File: src/rtl/reg_file_pkg.sv
// Shared register-file definitions: default geometry and the scanner state encoding.
package reg_file_pkg;

  localparam int RF_DATA_WIDTH = 8;
  localparam int RF_ADDR_WIDTH = 4;

  typedef enum logic [1:0] {
    ST_IDLE  = 2'd0,
    ST_RUN   = 2'd1,
    ST_FLUSH = 2'd2
  } scan_state_e;

endpackage

File: src/rtl/reg_file_scanner.sv
// Walks the register-file read port over a contiguous address range and streams each
// entry out on a valid/ready interface with its address, a last flag and an XOR checksum.
module reg_file_scanner
  import reg_file_pkg::*;
#(
  parameter int DATA_WIDTH = RF_DATA_WIDTH,
  parameter int ADDR_WIDTH = RF_ADDR_WIDTH
) (
  input  logic                  clk,
  input  logic                  rst_n,
  input  logic                  start,
  input  logic [ADDR_WIDTH-1:0] base_addr,
  input  logic [ADDR_WIDTH:0]   count,
  output logic                  busy,
  output logic [ADDR_WIDTH-1:0] rd_addr,
  input  logic [DATA_WIDTH-1:0] rd_data,
  output logic                  m_valid,
  input  logic                  m_ready,
  output logic [DATA_WIDTH-1:0] m_data,
  output logic [ADDR_WIDTH-1:0] m_addr,
  output logic                  m_last,
  output logic                  done,
  output logic [DATA_WIDTH-1:0] checksum
);

  localparam int DEPTH = 1 << ADDR_WIDTH;
  localparam logic [ADDR_WIDTH:0] DEPTH_CNT = (ADDR_WIDTH+1)'(DEPTH);
  localparam logic [ADDR_WIDTH:0] ONE_CNT   = (ADDR_WIDTH+1)'(1);

  scan_state_e           state_q, state_d;
  logic [ADDR_WIDTH:0]   rem_q, rem_d;
  logic [ADDR_WIDTH-1:0] rd_addr_q, rd_addr_d;
  logic [ADDR_WIDTH-1:0] m_addr_q, m_addr_d;
  logic [DATA_WIDTH-1:0] m_data_q, m_data_d;
  logic [DATA_WIDTH-1:0] checksum_q, checksum_d;
  logic                  m_valid_q, m_valid_d;
  logic                  m_last_q, m_last_d;
  logic                  done_q, done_d;
  logic                  accept;
  logic                  load;

  assign accept = m_valid_q && m_ready;
  // The output register may refill whenever it is empty or being drained this cycle.
  assign load   = (state_q == ST_RUN) && (rem_q != '0) && (!m_valid_q || m_ready);

  always_ff @(posedge clk or negedge rst_n) begin
    if (!rst_n) begin
      state_q    <= ST_IDLE;
      rem_q      <= '0;
      rd_addr_q  <= '0;
      m_addr_q   <= '0;
      m_data_q   <= '0;
      checksum_q <= '0;
      m_valid_q  <= 1'b0;
      m_last_q   <= 1'b0;
      done_q     <= 1'b0;
    end else begin
      state_q    <= state_d;
      rem_q      <= rem_d;
      rd_addr_q  <= rd_addr_d;
      m_addr_q   <= m_addr_d;
      m_data_q   <= m_data_d;
      checksum_q <= checksum_d;
      m_valid_q  <= m_valid_d;
      m_last_q   <= m_last_d;
      done_q     <= done_d;
    end
  end

  always_comb begin
    state_d    = state_q;
    rem_d      = rem_q;
    rd_addr_d  = rd_addr_q;
    m_addr_d   = m_addr_q;
    m_data_d   = m_data_q;
    checksum_d = checksum_q;
    m_valid_d  = m_valid_q;
    m_last_d   = m_last_q;
    done_d     = 1'b0;

    if (accept) begin
      checksum_d = checksum_q ^ m_data_q;
    end

    unique case (state_q)
      ST_IDLE: begin
        if (start) begin
          rd_addr_d  = base_addr;
          rem_d      = (count > DEPTH_CNT) ? DEPTH_CNT : count;
          checksum_d = '0;
          if (count == '0) begin
            done_d = 1'b1;
          end else begin
            state_d = ST_RUN;
          end
        end
      end
      ST_RUN: begin
        if (load) begin
          m_data_d  = rd_data;
          m_addr_d  = rd_addr_q;
          m_last_d  = (rem_q == ONE_CNT);
          m_valid_d = 1'b1;
          rd_addr_d = rd_addr_q + 1'b1;
          rem_d     = rem_q - ONE_CNT;
          if (rem_q == ONE_CNT) begin
            state_d = ST_FLUSH;
          end
        end else if (accept) begin
          m_valid_d = 1'b0;
        end
      end
      ST_FLUSH: begin
        if (accept) begin
          m_valid_d = 1'b0;
          m_last_d  = 1'b0;
          done_d    = 1'b1;
          state_d   = ST_IDLE;
        end
      end
      default: begin
        state_d = ST_IDLE;
      end
    endcase
  end

  assign busy     = (state_q != ST_IDLE);
  assign rd_addr  = rd_addr_q;
  assign m_valid  = m_valid_q;
  assign m_data   = m_data_q;
  assign m_addr   = m_addr_q;
  assign m_last   = m_last_q;
  assign done     = done_q;
  assign checksum = checksum_q;

endmodule
File: config.mk
export PLATFORM = sky130hd
export DESIGN_NAME = reg_file_scanner
export DESIGN_NICKNAME = d
export VERILOG_FILES = /design/src/rtl/reg_file_pkg.sv /design/src/rtl/reg_file_scanner.sv
export SDC_FILE = /design/constraint.sdc
export NUM_CORES = 1
export LEC_CHECK = 0
export BUFFER_PORTS_ARGS = -buffer_cell sky130_fd_sc_hd__buf_2
export CAP_MARGIN = 20
export CORE_ASPECT_RATIO = 0.75
export CORE_MARGIN = 1
export CORE_UTILIZATION = 55
export DETAILED_ROUTE_END_ITERATION = 8
export PLACE_DENSITY_LB_ADDON = 0.1
export SLEW_MARGIN = 20
export SYNTH_ARGS = -nofsm -noshare
export SYNTH_HDL_FRONTEND = slang
export SYNTH_SLANG_ARGS = --single-unit
File: constraint.sdc
create_clock -name clk -period 4 [get_ports clk]
set_input_delay 0.2 -clock clk [delete_from_list [all_inputs] [get_ports clk]]
set_output_delay 0.2 -clock clk [all_outputs]
set_load 0.05 [all_outputs]
==> impl_metrics.ini <==
[synth]
syn_area_per_cell_um2 = 10.8
postSynthCellCount = 160
synth_most_common_cell = dfrtp_1
synth-edff-count = 0
ys_seq_area_share_pct = 49.0
synth.top_cells.by_area = dfrtp_1, mux2_1, ha_1
mappedNetlistNets = 188
synth_area_leader_cell = dfrtp_1
yosys_warnings = 0
ys_top_cells_by_count = dfrtp_1, nand2_1, nor2_1
ys_types = 39
synth_area_um2 = 1740
ys.flop_type = dfrtp_1
async_flop_share_pct = 100
netlist.area_leader.share_pct = 49.0
ys_seq_elements = 34

[worst_setup_path]
crit_family = adder cells
cp_slowest_cell = ha_1
startpoint_type = flop
critical_path.max_fanout = 25
endpoint_kind = flop
cp.required_ns = 4.16
path_cells = inv_1, ha_1, nand3b_1, mux2_1
cp.arrival_ns = 2.74
critPathKind = reg2reg
cp_num_buf_inv = 1
worst-r2r-cell-count = 4
rrSetupSlack_ns = 1.43
critical_path.max_stage_delay_ns = 0.73
cp.depth = 4

[clock_tree]
cts_root_buf = clkbuf_8
clk_pin_slew_ns = 0.07
post_cts_resized = 0
htreeDepth = 2
clock_sink_count = 34
numCtsBuffers = 5
insertion_delay_ns = 0.28
cts_tree = yes
clk_path_buf_depth = 2

[cells_and_area]
diodes = 0
drive_above_1_share_pct = 30.8
fin_nets = 238
n_fill_cell = 233
area_growth_pct = 20.5
multi_input_area_um2 = 813
seq_area_um2 = 851

[routing]
via_count = 1345
post_drt_via_cell_ratio = 5.40
firstDrtPassIters = 4
drtAntennaViolNets = 0
routed_wl_um = 3510
first_iter_violations = 83
wl_per_cell_um = 14.1
route.detailed.drc = 0

[timing]
final-max-slew-violation-count = 0
fmax_mhz = 389
worst_pin_slew_ns = 0.861
max_slew_margin_pct = 42.6
skew_ns = 0.00595
period_needed_ns = 2.57
finalSetupViolations = 0
min_period_over_period_pct = 64.3
setup_tns_ns = 0
rsz0062_at_grt = false
hold_viol = 0

[worst_hold_path]
hp-class = in2reg
whs_path_depth = 2

[placement]
portBuffers = 48
dpl.hpwl_um = 2540
gp_congestion = 0.747

[flow_run]
cap_violations = 0

[global_routing]
grt_pass1_vias = 1343
grt-ovfl-total = 0
groute.usage.overall_pct = 24.8
antenna_found_initial = 0
grt_pass1_wl_um = 6040
grt_max_degree = 35

[floorplan]
pin_count = 49
die_area_um2 = 3390
dieHeight_um = 50.6
initial_core_util_pct = 58.3
core_um2 = 2980
die_x_um = 66.9
rows = 17

[status]
status = completed
-- logic make-up after synthesis --
| logic type | after synthesis | share of synthesized area [%] |
|---|---|---|
| and+or+nand+nor | 47 | 14.4 |
| buffers and inverters | 16 | 4.11 |
| DFF | 34 | 49.0 |
| muxes | 15 | 9.66 |
| AOI/OAI and AO/OA | 33 | 13.7 |
| xor gates and xnor gates | 8 | 4.04 |
| adders and majority gates | 7 | 5.05 |
-- registers in the layout, indices dropped and copies added, names as in the netlist --
signal / count
checksum: 8
done: 1
m_addr: 4
m_data: 8
m_last: 1
m_valid: 1
rd_addr: 4
rem_q: 5
state_q: 2
-- placed cells by master, fill, tap and decap left out, types with 3 or more instances in the layout --
master,netlist,routed
a21oi_1,7,7
buf_2,0,48
clkbuf_8,0,6
dfrtp_1,34,34
ha_1,7,7
inv_1,10,10
mux2_1,11,11
mux2_2,3,3
nand2_1,15,15
nand2b_1,6,6
nor2_1,12,12
nor3_1,3,3
o21ai_1,8,8
o22ai_1,3,3
xor2_1,8,8
-- worst paths after layout --
kind                             from   endpoint
max                        state_q[1]  m_data[3]
min                        rd_data[2]  m_data[2]
max reg2reg                state_q[1]  m_data[3]
min reg2reg                 m_addr[0]  m_addr[0]
max in group asynchronous       rst_n  m_addr[0]
min in group asynchronous       rst_n    m_valid
-- worst reg2reg max path, cell delays in order, from the launching register on --
cell and delay, ns:
dfrtp_1 0.41, inv_1 0.12, ha_1 0.73, nand3b_1 0.68, mux2_1 0.51
-- repair_timing --
action	4_1_cts	5_1_grt
buffers inserted	0	0
endpoints found under the hold margin	5	0
hold buffers	1	0
-- routing by layer --
| metal | global-route usage (%) | vias up | wire (um) |
|---|---|---|---|
| met1 | 32.6 | 646 | 1680 |
| li1 | - | 656 | - |
| met3 | 8.18 | 5 | 169 |
| met4 | 11.0 | 0 | 49 |
| met5 | 0 | - | 0 |
| met2 | 37.0 | 38 | 1610 |
-- per-stage QoR --
step	hold slack, ns	setup WS [ns]	cell area, um^2	utilization, %	instances
5_1_grt	0.122	1.23	2090	70.2	249
6_report	0.129	1.43	2090	70.2	249
2_1_floorplan	-0.0956	2.17	1740	-	160
3_5_place_dp	0.305	1.46	1990	66.8	240
3_3_place_gp	0.305	1.59	1990	66.8	240
4_1_cts	0.122	1.44	2090	70.2	249
-- layout make-up --
cell class,count,area share [%]
Sequential cell,34,40.7
Inverter,10,1.80
Multi-Input combinational cell,110,38.9
Clock inverter,1,0.239
Tap cell,38,2.27
Clock buffer,7,4.13
Timing Repair Buffer,49,12.0
Power is not shown: default switching activity piles up to over one toggle a cycle in this logic, so the estimate is an artifact.
